## config.mk

```make
export PLATFORM = sky130hd
export DESIGN_NAME = bus_arbiter_rr_flat
export DESIGN_NICKNAME = d
export VERILOG_FILES = /design/src/rtl/bus_pkg.sv /design/src/rtl/bus_arbiter_rr_if.sv /design/src/rtl/rr_pick.sv /design/src/rtl/bus_arbiter_rr.sv /design/src/flat_wrapper.sv
export SDC_FILE = /design/constraint.sdc
export NUM_CORES = 1
export LEC_CHECK = 0
export CAP_MARGIN = 15
export CORE_MARGIN = 4
export CORE_UTILIZATION = 42
export DETAILED_ROUTE_END_ITERATION = 7
export PLACE_DENSITY = 0.68
export RECOVER_POWER = 100
export SYNTH_ARGS = -nofsm -noshare
export SYNTH_HDL_FRONTEND = slang
export SYNTH_HIERARCHICAL = 1
export SYNTH_SLANG_ARGS = --single-unit
```

## constraint.sdc

```tcl
create_clock -name clk -period 1.7 [get_ports clk]
set_input_delay 0.34 -clock clk [delete_from_list [all_inputs] [get_ports clk]]
set_output_delay 0.34 -clock clk [all_outputs]
set_load 0.005 [all_outputs]
```

## src/rtl/bus_pkg.sv

```systemverilog
// bus_pkg: shared bus state encoding, default widths and helper functions
package bus_pkg;
  typedef enum logic {IDLE, GRANT} arb_state_t;
  localparam int DATA_WIDTH = 32;
  localparam int ADDR_WIDTH = 32;
  function automatic int clog2_min1(input int n);
    return n > 1 ? $clog2(n) : 1;
  endfunction
  function automatic logic [31:0] onehot(input int i);
    return 32'd1 << i;
  endfunction
  function automatic int wrap_inc(input int i, input int n);
    return i + 1 >= n ? 0 : i + 1;
  endfunction
endpackage

```

## src/rtl/bus_arbiter_rr_if.sv

```systemverilog
// bus_arbiter_rr_if: master-port handshake bundle between masters and the arbiter
interface bus_arbiter_rr_if #(parameter int NUM_MASTERS = 2);
  import bus_pkg::*;
  localparam int IDX_W = clog2_min1(NUM_MASTERS);
  logic [NUM_MASTERS-1:0] breq;
  logic [NUM_MASTERS-1:0] bgrant;
  logic [NUM_MASTERS-1:0] ack;
  logic [NUM_MASTERS-1:0] lockout;
  logic [IDX_W-1:0] owner;
  logic busy;
  logic timeout;
  modport master(output breq, input bgrant, ack, owner, busy, timeout, lockout);
  modport slave(input breq, output bgrant, ack, owner, busy, timeout, lockout);
endinterface

```

## src/rtl/rr_pick.sv

```systemverilog
// rr_pick: round-robin winner search upward from last+1 via double-width rotate
module rr_pick import bus_pkg::*; #(
  parameter int N = 2,
  parameter int IDX_W = 1
) (
  input  logic [N-1:0]     req,
  input  logic [IDX_W-1:0] last,
  output logic [IDX_W-1:0] winner,
  output logic             found
);
  int start;
  logic [N-1:0] rot;
  always_comb begin
    start = wrap_inc(int'(last), N);
    rot = N'({req, req} >> start);
    found = |req;
    winner = '0;
    for (int i = N - 1; i >= 0; i--)
      if (rot[i]) winner = IDX_W'((start + i) % N);
  end
endmodule

```

## src/rtl/bus_arbiter_rr.sv

```systemverilog
// bus_arbiter_rr: N-master round-robin bus arbiter with hold-time watchdog
module bus_arbiter_rr import bus_pkg::*; #(
  parameter int NUM_MASTERS = 2,
  parameter int MAX_HOLD = 256
) (
  input logic clk,
  input logic rstn,
  bus_arbiter_rr_if.slave bus
);
  localparam int IDX_W = clog2_min1(NUM_MASTERS);
  localparam int HC_W = clog2_min1(MAX_HOLD + 1);
  arb_state_t state, state_n;
  logic [NUM_MASTERS-1:0] bgrant, bgrant_n, ack, ack_n, lockout, lockout_n, eligible;
  logic [IDX_W-1:0] owner, owner_n, last, last_n, winner;
  logic [HC_W-1:0] hold_cnt, hold_n;
  logic timeout, timeout_n, found;
  assign eligible = bus.breq & ~lockout;
  rr_pick #(.N(NUM_MASTERS), .IDX_W(IDX_W)) u_pick (
    .req(eligible),
    .last(last),
    .winner(winner),
    .found(found)
  );
  always_ff @(posedge clk) begin
    if (!rstn) begin
      state <= IDLE;
      bgrant <= '0;
      ack <= '0;
      owner <= '0;
      last <= IDX_W'(NUM_MASTERS - 1);
      hold_cnt <= '0;
      lockout <= '0;
      timeout <= 1'b0;
    end else begin
      state <= state_n;
      bgrant <= bgrant_n;
      ack <= ack_n;
      owner <= owner_n;
      last <= last_n;
      hold_cnt <= hold_n;
      lockout <= lockout_n;
      timeout <= timeout_n;
    end
  end
  always_comb begin
    state_n = state;
    bgrant_n = bgrant;
    ack_n = '0;
    owner_n = owner;
    last_n = last;
    hold_n = &hold_cnt ? hold_cnt : hold_cnt + 1'b1;
    timeout_n = 1'b0;
    lockout_n = lockout & bus.breq;
    if (state == IDLE) begin
      bgrant_n = '0;
      if (found) begin
        state_n = GRANT;
        bgrant_n = NUM_MASTERS'(onehot(int'(winner)));
        ack_n = NUM_MASTERS'(onehot(int'(winner)));
        owner_n = winner;
        hold_n = '0;
      end
    end else if (!bus.breq[owner]) begin
      state_n = IDLE;
      bgrant_n = '0;
      last_n = owner;
    end else if (MAX_HOLD != 0 && hold_cnt == HC_W'(MAX_HOLD - 1)) begin
      state_n = IDLE;
      bgrant_n = '0;
      last_n = owner;
      lockout_n[owner] = 1'b1;
      timeout_n = 1'b1;
    end
  end
  assign bus.bgrant = bgrant;
  assign bus.ack = ack;
  assign bus.owner = owner;
  assign bus.busy = |bgrant;
  assign bus.timeout = timeout;
  assign bus.lockout = lockout;
endmodule

```

## src/flat_wrapper.sv

```systemverilog
// flat-port wrapper written by rule: the top's interface ports become plain ports
module bus_arbiter_rr_flat import bus_pkg::*;
#(
  parameter int NUM_MASTERS = 2,
  parameter int MAX_HOLD = 256
)
  (clk, rstn, bus_breq, bus_bgrant, bus_ack, bus_owner, bus_busy, bus_timeout, bus_lockout);
  bus_arbiter_rr_if #(.NUM_MASTERS(NUM_MASTERS)) bus_i ();
  input logic clk;
  input logic rstn;
  input wire logic [$bits(bus_i.breq)-1:0] bus_breq;
  output wire logic [$bits(bus_i.bgrant)-1:0] bus_bgrant;
  output wire logic [$bits(bus_i.ack)-1:0] bus_ack;
  output wire logic [$bits(bus_i.owner)-1:0] bus_owner;
  output wire logic [$bits(bus_i.busy)-1:0] bus_busy;
  output wire logic [$bits(bus_i.timeout)-1:0] bus_timeout;
  output wire logic [$bits(bus_i.lockout)-1:0] bus_lockout;
  assign bus_i.breq = bus_breq;
  assign bus_bgrant = bus_i.bgrant;
  assign bus_ack = bus_i.ack;
  assign bus_owner = bus_i.owner;
  assign bus_busy = bus_i.busy;
  assign bus_timeout = bus_i.timeout;
  assign bus_lockout = bus_i.lockout;
  bus_arbiter_rr #(.NUM_MASTERS(NUM_MASTERS), .MAX_HOLD(MAX_HOLD)) u_core (.clk(clk), .rstn(rstn), .bus(bus_i));
endmodule
```

# After elaboration in Yosys (flattened, before gate mapping)
# Cells that the tools add are included.
[totals] regBits=19 latchBits=0 ram_bits=0 romBits=0 in_bits=4 output_inout_bits=9 elab_cells=57 memories=0
[op_classes] add_sub_neg=3 multipliers=0 div_mod_pow=0 order_cmp=3 eq_ne=3 n_shift=2 mux=24 bitwise=6 reduce_logical=8
[ops] op="32-bit by 3-bit greater-or-equal comparator with 1-bit output (second input constant)" n=1
[ops] op="9-bit 2-to-1 mux" n=3
[ops] op="2-bit 2-to-1 mux" n=8
[ops] op="1-bit 2-to-1 mux" n=12
[ops] op="9-bit by 1-bit adder with 9-bit output (second input constant)" n=1
[ops] op="9-bit by 8-bit == test with 1-bit output (second input constant)" n=1
[ops] op="9-bit AND reduction" n=1
[ops] op="2-bit OR reduction" n=3
[ops] op="2-bit bitwise AND" n=2
[ops] op="2-bit AND reduction" n=2
[ops] op="4-bit by 2-bit >> shifter with 2-bit output" n=1
[ops] op="3-bit != test (second input constant)" n=1
[ops] op="3-bit AND reduction" n=1
[ops] op="1-bit by 1-bit adder with 2-bit output (second input constant)" n=1
[ops] op="1-bit by 2-bit less-than comparator with 1-bit output (second input constant)" n=1
[ops] op="2-bit != test (second input constant)" n=1
[ops] op="1-bit inverter" n=2
[ops] op="2-bit inverter" n=1
[ops] op="2-bit OR" n=1
[ops] op="1-bit by 1-bit << shifter with 2-bit output (first input constant)" n=1
[ops] op="1-bit adder (second input constant)" n=1
[ops] op="1-bit demux with 1-bit select" n=1
[ops] op="1-bit greater-or-equal comparator (second input constant)" n=1
[ops] op="1-bit logical AND" n=1

# Logic depth before layout (Yosys ltp)
# Gate-level depths: netlist of the first run.
[depth] depth_word=9 depth_mapped=5 ltp_nobuf=5

# Cells and area by module
# Netlist of the first run, hierarchy kept.
[modules_own_cells] module="bus_arbiter_rr" instances=1 cells_per_inst=92 area_each_um2=882.1 seq_area_each_um2=380.4
[modules_own_cells] module="rr_pick" instances=1 cells_per_inst=2 area_each_um2=13.8 seq_area_each_um2=0.0

# Least setup slack after synthesis of the first run
# No wires, ideal clock.
[synth_timing] path_type="input to register" startpoint="input bus_breq[1]" endpoint="register u_core.hold_cnt[5]" setup_time_ns=0.091 arrival_ns=1.187 required_time_ns=1.609 setup_slack_ns=0.422 cell_stages=5 path_buffers=0 cell_sequence="nor2b_1 or2_1 nand2b_1 nand2_1 a311oi_1"
[synth_between] elab_chain_len=4
[synth_lines] item="from (decl)" line="flat_wrapper.sv:11" text="input wire logic [$bits(bus_i.breq)-1:0] bus_breq;"
[synth_lines] item="2-bit bitwise AND" line="bus_arbiter_rr.sv:17" text="assign eligible = bus.breq & ~lockout;"
[synth_lines] item="2-bit OR reduction" line="rr_pick.sv:16" text="found = |req;"
[synth_lines] item="via u_core.found" line="bus_arbiter_rr.sv:16" text="logic timeout, timeout_n, found;"
[synth_lines] item="9-bit 2-to-1 mux" line="bus_arbiter_rr.sv:56" text="if (found) begin"
[synth_lines] item="9-bit 2-to-1 mux" line="bus_arbiter_rr.sv:54" text="if (state == IDLE) begin"
[synth_lines] item="to (signal assigned)" line="bus_arbiter_rr.sv:40" text="hold_cnt <= hold_n;"
[synth_lines] item="to (decl)" line="bus_arbiter_rr.sv:15" text="logic [HC_W-1:0] hold_cnt, hold_n;"
# The timed path passes the listed nets, and every way through them passes these cells.
# A chain may end at the register's enable or synchronous reset.

# Final worst setup path of the first run
[layout_timing] startpoint="register u_core.lockout[0] (netlist: u_core/bus.lockout[0])" endpoint="output bus_lockout[0]"
[layout_lines] item="from (decl)" line="bus_arbiter_rr.sv:13" text="logic [NUM_MASTERS-1:0] bgrant, bgrant_n, ack, ack_n, lockout, lockout_n, eligible;"
[layout_lines] item="from (signal assigned)" line="bus_arbiter_rr.sv:41" text="lockout <= lockout_n;"
[layout_lines] item="to (decl)" line="flat_wrapper.sv:17" text="output wire logic [$bits(bus_i.lockout)-1:0] bus_lockout;"
# No word-level cell between the ends.

==> impl_metrics.toml, run 1 <==
[critical_path]
cp_top_family = "buffers and inverters"
max_stage_delay_ns = 0.58
crit_path_cell_trace = "dlygate4sd3_1"
required_ns = 1.36
r2r_slack_ns = 0.17
path_buf_inv = 1
cp_max_fo = 3
worstPathArrival_ns = 1.26
end_kind = "output pin"
slowest_stage = "dlygate4sd3_1"
cp-start-kind = "register"
crit_type = "register to output pin"

[finish]
area_growth_pct = 22.2
layout-drive-gt1-share_pct = 15.9
diodes = 0
num-fill-cells = 202
fin_util_pct = 54.7
fin_nets = 119
layout_common_cells = "dfxtp_1 (19), dlygate4sd3_1 (7)"
layout_commonest_cell = "dfxtp_1"
fin_cells = 140

[sta]
timing.slew.headroom_pct = 74.8
finClkSkew_ns = 0.0101
finalCritPeriodShare_pct = 93.8
period_needed_ns = 1.60
setup_violations = 0
slew_violations = 0
fmaxAchievable_mhz = 627
hold-worst-slack_ns = 0.494
hold_violations = 0
rsz0062_at_grt = "no"
setup_slack_ns = 0.105
worstMarginPinSlew_ns = 0.378

[yosys]
avgSynthCellArea_um2 = 9.53
synthesis.nets = 99
yosysSeqAreaShare_pct = 42.5
synth-seq-cells = 19
synthCells = 94
ys_types = 39
yosys_warnings = 6
syn_area_um2 = 896

[cts]
cts_buffers = 3
cts-root-buf = "clkbuf_4"
tritoncts = "yes"
clk_latency_ns = 0.30
hold_buffers = 0
clockBufferDepth = 2
path_clk_slew_ns = 0.12
clkSinkCount = 19
cts_max_level = 1

[detailed_routing]
drtIter0Drc = 21
drc = 0
wl_per_cell_um = 12.7
drtPass1Iterations = 4
ant_nets = 0
totalWireLength_um = 1780
via_count = 779
avgViaCountPerCell = 5.56

[global_route]
grt_max_degree = 13
overflow = 0
antenna_found_initial = 0
grt_pass1_wl_um = 3070
grt_pass1_vias = 715
grtUsageTotal_pct = 14.4

[power_and_ir_drop]
power_frac_clock_pct = 29.1
vdd_drop_max_mv = 0.478
internal-power_uw = 602
p_seq_share_pct = 59.3
pwr-share-comb_pct = 11.7
power.switching_uw = 194
power.density_nw_per_um2 = 727
leakage_uw = 0.000455
swShare_pct = 24.4

[placed_design]
place.gp.congestion = 0.828
dpl_worst_slack_ns = -0.0262
port-buffer-count = 12
dpl.cell_count = 136
dp_hpwl_um = 1320

[die]
fp-row-count = 16
io_pins = 13
start_util_pct = 44.7
chipHeight_um = 54.2
coreArea_um2 = 2000
fp.dieW_um = 54.2
dieArea_um2 = 2940

[worst_hold_path]
min_path_type = "register to register"

[run_status]
status = "finished, final reports clean"

[job]
drv_cap = 0
-- worst min-delay path: stages, from the launching register on --
cell and delay [ns]:
dfxtp_1 0.33, o21ai_0 0.07, o21bai_1 0.06
-- Yosys cell counts --
| cell | instances | area, µm² |
|---|---|---|
| nand4b_4 | 1 | 23.8 |
| mux2_2 | 1 | 11.3 |
| and4_1 | 2 | 17.5 |
| a21boi_0 | 3 | 22.5 |
| a21oi_1 | 3 | 15.0 |
| nor3_1 | 5 | 25.0 |
| nand3b_1 | 1 | 7.51 |
| nand3_1 | 6 | 30.0 |
| nand4b_1 | 1 | 8.76 |
| o21ai_1 | 1 | 5.00 |
| ha_1 | 1 | 12.5 |
| nor2b_1 | 4 | 25.0 |
| and3_1 | 1 | 6.26 |
| buf_4 | 3 | 22.5 |
| nor3_2 | 1 | 10.0 |
| and4_2 | 1 | 10.0 |
| dfxtp_1 | 19 | 380 |
| a41oi_1 | 1 | 8.76 |
| and3_2 | 1 | 7.51 |
| a31oi_1 | 4 | 25.0 |
| nor2_1 | 4 | 15.0 |
| nor3b_2 | 1 | 12.5 |
| clkbuf_1 | 1 | 3.75 |
| or2_2 | 1 | 6.26 |
| o21ai_0 | 4 | 20.0 |
| a311oi_2 | 1 | 15.0 |
| and4_4 | 1 | 11.3 |
| or2_1 | 1 | 6.26 |
| mux2i_1 | 1 | 10.0 |
| nand4_1 | 2 | 12.5 |
| nand2b_1 | 1 | 6.26 |
| o211ai_1 | 3 | 22.5 |
| a311oi_1 | 1 | 8.76 |
| o22ai_1 | 1 | 6.26 |
| o211a_1 | 2 | 20.0 |
| a21boi_1 | 1 | 7.51 |
| or2b_1 | 1 | 7.51 |
| nand2_1 | 6 | 22.5 |
| o21bai_1 | 1 | 7.51 |
-- flip-flops by register name, summed over array words and instances (netlist names) --
register / count
u_core/bus.timeout: 1
u_core/bus.bgrant: 2
u_core/bus.lockout: 2
u_core/bus.owner: 1
u_core/bus.ack: 2
u_core/hold_cnt: 9
u_core/last: 1
u_core/state: 1
-- final cells by class --
| type | count | area [µm²] | area share, % |
|---|---|---|---|
| Timing Repair Buffer | 19 | 171 | 15.7 |
| Clock buffer | 3 | 22.5 | 2.06 |
| Tap cell | 27 | 33.8 | 3.09 |
| Multi-Input combinational cell | 71 | 479 | 43.8 |
| Sequential cell | 19 | 380 | 34.7 |
| Clock inverter | 1 | 7.51 | 0.686 |
-- what timing repair did --
action / CTS / global route
endpoints found under the setup margin: 1 / 0
buffers inserted: 0 / 0
gates resized for setup: 2 / 0
-- layer usage --
layer	global-route usage [%]	up-vias	routed length, µm
li1	-	399	-
met5	0	-	0
met2	21.7	15	788
met4	6.22	0	12
met3	2.49	2	61
met1	19.8	363	918
-- path summary, 6_finish.rpt --
path         cells after the start                   from              endpoint
max                              1  u_core/bus.lockout[0]        bus_lockout[0]
min                              2   u_core/bus.bgrant[1]  u_core/bus.bgrant[1]
max reg2reg                      4     u_core/hold_cnt[0]    u_core/hold_cnt[5]
min reg2reg                      2   u_core/bus.bgrant[1]  u_core/bus.bgrant[1]
-- cell families (layout without fill, tap and decap cells) --
kind of cell	count (synthesis)	count (layout)	share of synthesized area, %
simple gates	42	42	30.3
compound gates	26	26	20.5
flops	19	19	42.5
buf+inv	4	23	2.93
mux	2	2	2.37
fa+ha+maj	1	1	1.40
-- through the flow --
stage | power [µW] | instance area (µm²) | setup TNS (ns)
floorplan | 527 | 896 | 0
global placement | 579 | 1080 | -0.0311
detailed placement | 581 | 1080 | -0.0892
CTS | 813 | 1110 | 0
global route | 840 | 1090 | 0
finish | 796 | 1090 | 0
-- power by group through the flow --
stage               clock, µW  combinational (µW)  sequential, µW
floorplan                   0                47.0             480
global placement            0                97.6             482
detailed placement          0                98.9             482
CTS                       243                97.5             473
global route              261                 103             475
finish                    232                92.8             472
No activity file was read; power rests on OpenSTA's default activity.
==> run 2: changes to the inputs <==
CORE_MARGIN = 8   (was 4)
SLEW_MARGIN = 20   (was unset)
==> run 2 against run 1 <==
  * Hold slack gained 0.0041 ns
  * Utilization grew 0.99 points
  * Die area grew 32%
  * Highest routed layer unchanged
  * Sequential power is essentially flat
  * Via count grew 2.6%
==> impl_metrics.toml, run 2 (synthesis gave the netlist of run 1 again) <==
[critical_path]
cp-start-kind = "register"
crit_path_cell_trace = "dlygate4sd3_1"
path_buf_inv = 1
cp_top_family = "buffers and inverters"
end_kind = "output pin"
crit_type = "register to output pin"
max_stage_delay_ns = 0.58
slowest_stage = "dlygate4sd3_1"
worstPathArrival_ns = 1.23
cp_max_fo = 3
required_ns = 1.36

[global_route]
grt_pass1_wl_um = 3300
grtUsageTotal_pct = 9.92
overflow = 0
antenna_found_initial = 0
grt_pass1_vias = 757
grt_max_degree = 12

[power_and_ir_drop]
power.density_nw_per_um2 = 714
leakage_uw = 0.000463
vdd_drop_max_mv = 0.438

[cts]
tritoncts = "yes"
postCtsSetupRepairBufs = 0
cts_max_level = 1
clkSinkCount = 19
clk_latency_ns = 0.29
cts_buffers = 3
path_clk_slew_ns = 0.11
clockBufferDepth = 2
cts-root-buf = "clkbuf_4"

[detailed_routing]
m1WireLength_um = 908
totalWireLength_um = 1890
drtPass1Iterations = 4
dr_wl_met2_um = 873
ant_nets = 0
dr_wl_met3_um = 93
wl_per_cell_um = 13.4
top_layer = "met4"
via_count = 799
drtIter0Drc = 11
drc = 0
avgViaCountPerCell = 5.67

[die]
fp-row-count = 16
io_pins = 13
start_util_pct = 45.2
chipHeight_um = 62.2
fp.dieW_um = 62.2
dieArea_um2 = 3870
coreArea_um2 = 1980

[sta]
timing.slew.headroom_pct = 75.7
rsz0062_at_grt = "no"
period_needed_ns = 1.57
slew_violations = 0
hold-worst-slack_ns = 0.498
finalCritPeriodShare_pct = 92.3
fmaxAchievable_mhz = 638
setup_violations = 0
finClkSkew_ns = 0.00763
worstMarginPinSlew_ns = 0.365
hold_violations = 0

[placed_design]
port-buffer-count = 12
dpl.cell_count = 137
place.gp.congestion = 0.797
placed_cell_area_um2 = 1080
dp_hpwl_um = 1450

[finish]
area_growth_pct = 23.2
diodes = 0
largest_reg_flops = 9
layout-drive-gt1-share_pct = 16.7
post-route-cell-area_um2 = 1100
top_register = "u_core/hold_cnt"
layout_common_cells = "dfxtp_1 (19), buf_4 (8)"
fin_cells = 141
layout_commonest_cell = "dfxtp_1"
fin_nets = 120

[worst_hold_path]
min_path_type = "register to register"

[job]
drv_cap = 0

[run_status]
status = "finished, final reports clean"
-- run 2: report_power, final --
group	leakage (µW)	switching, µW	internal [µW]
clock	0.0000150	127	91.0
sequential	0.000155	12.8	459
combinational	0.000293	41.9	56.0
total	0.000463	181	606
-- run 2: timing repair --
item | CTS | global route
resized for setup | 2 | 0
endpoints found under the setup margin | 1 | 0
hold buffers | 0 | 0
-- run 2: per-layer routing --
| layer | global-route usage (%) | vias up |
|---|---|---|
| li1 | - | 398 |
| met1 | 12.1 | 384 |
| met2 | 15.9 | 15 |
| met3 | 3.05 | 2 |
| met4 | 3.50 | 0 |
| met5 | 0 | - |
-- run 2: path summary, 6_finish.rpt --
| kind | start | endpoint | slack (ns) | cells past startpoint |
|---|---|---|---|---|
| worst max-delay path | u_core/bus.lockout[1] | bus_lockout[1] | 0.13 | 1 |
| worst min-delay path | u_core/bus.bgrant[1] | u_core/bus.bgrant[1] | 0.50 | 2 |
| worst min register to register | u_core/bus.bgrant[1] | u_core/bus.bgrant[1] | 0.50 | 2 |
| worst max register to register | u_core/hold_cnt[0] | u_core/hold_cnt[5] | 0.22 | 4 |
-- run 2: layout make-up --
type | instances | area [µm²]
clock buffers | 4 | 26.3
fillers | 188 | 878
multi-input cells | 71 | 484
flip-flops and latches | 19 | 380
well taps | 27 | 33.8
repair buffers | 20 | 179
-- run 2: metrics by stage --
| stage | utilization (%) | worst slack [ns] | total power (µW) | TNS (ns) |
|---|---|---|---|---|
| 3_3_place_gp | 54.7 | -0.0313 | 581 | -0.0982 |
| 6_report | 55.7 | 0.131 | 788 | 0 |
| 2_1_floorplan | - | 0.422 | 527 | 0 |
| 4_1_cts | 56.0 | 0.116 | 807 | 0 |
| 5_1_grt | 55.7 | 0.0465 | 835 | 0 |
| 3_5_place_dp | 54.7 | -0.0574 | 585 | -0.265 |
==> run 3: changes to the inputs <==
MAX_ROUTING_LAYER = met4   (was unset)
PLACE_DENSITY = 0.71   (was 0.68)
clock period = 1.3 ns   (was 1.7 ns; I/O delays follow)
==> run 3 against run 2 <==
  * The flow now finishes with violations (negative setup slack)
  * Hold slack got worse by 0.064 ns
  * Sequential cell count did not move
  * Sequential share of layout area shrank 2.9 points
  * Non-clock buffer count is 7 higher
  * Routed wire length up 12%
  * Sequential power is 31% higher
  * Global-route usage rose by 1.6 points
==> impl_metrics.toml, run 3 (synthesis gave the netlist of run 1 again) <==
[detailed_routing]
drtPass1Iterations = 4
ant_nets = 0
drtIter0Drc = 37
drc = 0
totalWireLength_um = 2110
avgViaCountPerCell = 5.67
via_count = 839
wl_per_cell_um = 14.2

[global_route]
grt_pass1_wl_um = 3650
overflow = 0
grt_max_degree = 12
grtUsageTotal_pct = 11.5
grt_pass1_vias = 842
antenna_found_initial = 0

[critical_path]
worstPathArrival_ns = 1.52
cp_max_fo = 7
cp-start-kind = "register"
required_ns = 1.51
end_kind = "register"
crit_type = "register to register"

[cts]
clk_latency_ns = 0.29
clkSinkCount = 19
tritoncts = "yes"
clockBufferDepth = 2
cts_buffers = 3
cts_max_level = 1
cts-root-buf = "clkbuf_4"
path_clk_slew_ns = 0.11

[placed_design]
dp_hpwl_um = 1510
place.gp.congestion = 0.823
port-buffer-count = 12

[worst_hold_path]
min_path_type = "primary input to register"

[sta]
finClkSkew_ns = 0.000765
period_needed_ns = 1.31
hold-worst-slack_ns = 0.434
hold_violations = 0
worstMarginPinSlew_ns = 0.288
rsz0062_at_grt = "yes"
fmaxAchievable_mhz = 766
timing.slew.headroom_pct = 80.8
slew_violations = 0
finalCritPeriodShare_pct = 100
setup_slack_ns = -0.00536
setup_violations = 3

[die]
io_pins = 13
chipHeight_um = 62.2
coreArea_um2 = 1980
dieArea_um2 = 3870
fp.dieW_um = 62.2
start_util_pct = 45.2
fp-row-count = 16

[run_status]
status = "complete, but fails checks"
violations = "negative setup slack"

[job]
drv_cap = 0

[finish]
layout-drive-gt1-share_pct = 42.1
fin_nets = 127
diodes = 0
layout_commonest_cell = "buf_4"
fin_util_pct = 62.5
largest_reg_flops = 9
top_register = "u_core/hold_cnt"
layout_common_cells = "buf_4 (11), dlygate4sd2_1 (10), dfxtp_1 (10)"
area_growth_pct = 38.3

[power_and_ir_drop]
vdd_drop_max_mv = 0.537
power.density_nw_per_um2 = 864
leakage_uw = 0.000536
-- run 3: cell types whose count changed in the layout (fill, tap and decap cells not counted), sizes merged --
cell and delta:
dlygate4sd3 -6, clkinv +1, dlygate4sd2 +9, buf +7, clkdlybuf4s50 -4
-- run 3: repair_timing --
| action | 4_1_cts | 5_1_grt |
|---|---|---|
| pin swaps | 1 | 3 |
| endpoints found under the setup margin | 16 | 13 |
| gates cloned | 0 | 0 |
| buffers inserted | 2 | 0 |
| resized for setup | 22 | 21 |
| hold buffers | 0 | 0 |
-- run 3: area by class of cell --
class	instances	area [µm²]
clock buffers	3	22.5
clock inverters	1	5.00
fillers	158	743
multi-input cells	71	556
flip-flops and latches	19	392
well taps	27	33.8
repair buffers	27	230
-- run 3: worst paths after layout --
| check | start | slack, ns | endpoint | cells past startpoint |
|---|---|---|---|---|
| worst min-delay path | bus_breq[0] | 0.43 | u_core/bus.lockout[0] | 3 |
| worst min register to register | u_core/bus.bgrant[1] | 0.49 | u_core/bus.bgrant[1] | 2 |
| worst max register to register | u_core/bus.lockout[1] | -0.005 | u_core/hold_cnt[7] | 6 |
| worst max-delay path | u_core/bus.lockout[1] | -0.005 | u_core/hold_cnt[7] | 6 |
-- run 3: worst max-delay path, stage by stage (launching register included) --
cell and delay [ns]:
dfxtp_2 0.37, buf_6 0.10, nor2b_2 0.03, or2_1 0.24, nand2b_1 0.14, nand2_2 0.15
a311oi_2 0.20
-- run 3: power breakdown --
| group | leakage, µW | switching (µW) | internal (µW) | total (µW) |
|---|---|---|---|---|
| Sequential | 0.000159 | 17.2 | 603 | 620 |
| Clock | 0.0000177 | 179 | 114 | 294 |
| Combinational | 0.000360 | 70.3 | 86.9 | 157 |
| Total | 0.000536 | 267 | 804 | 1070 |
-- run 3: per-stage QoR --
stage               cells  setup TNS (ns)  total power (µW)  setup slack [ns]  instance area [µm²]
floorplan              94               0               689            0.0827                  896
global placement      142           -4.18               766            -0.337                 1120
detailed placement    142           -4.62               771            -0.403                 1120
CTS                   148         -0.0860              1060           -0.0860                 1170
global route          148          -0.430              1130           -0.0661                 1240
finish                148         -0.0154              1070          -0.00536                 1240
-- run 3: routing by layer --
| metal | vias to the layer above | track usage [%] | wire (µm) |
|---|---|---|---|
| met2 | 22 | 16.6 | 997 |
| met4 | 0 | 8.45 | 14 |
| met5 | - | - | 0 |
| met3 | 2 | 3.58 | 121 |
| met1 | 400 | 13.1 | 974 |
| li1 | 415 | - | - |
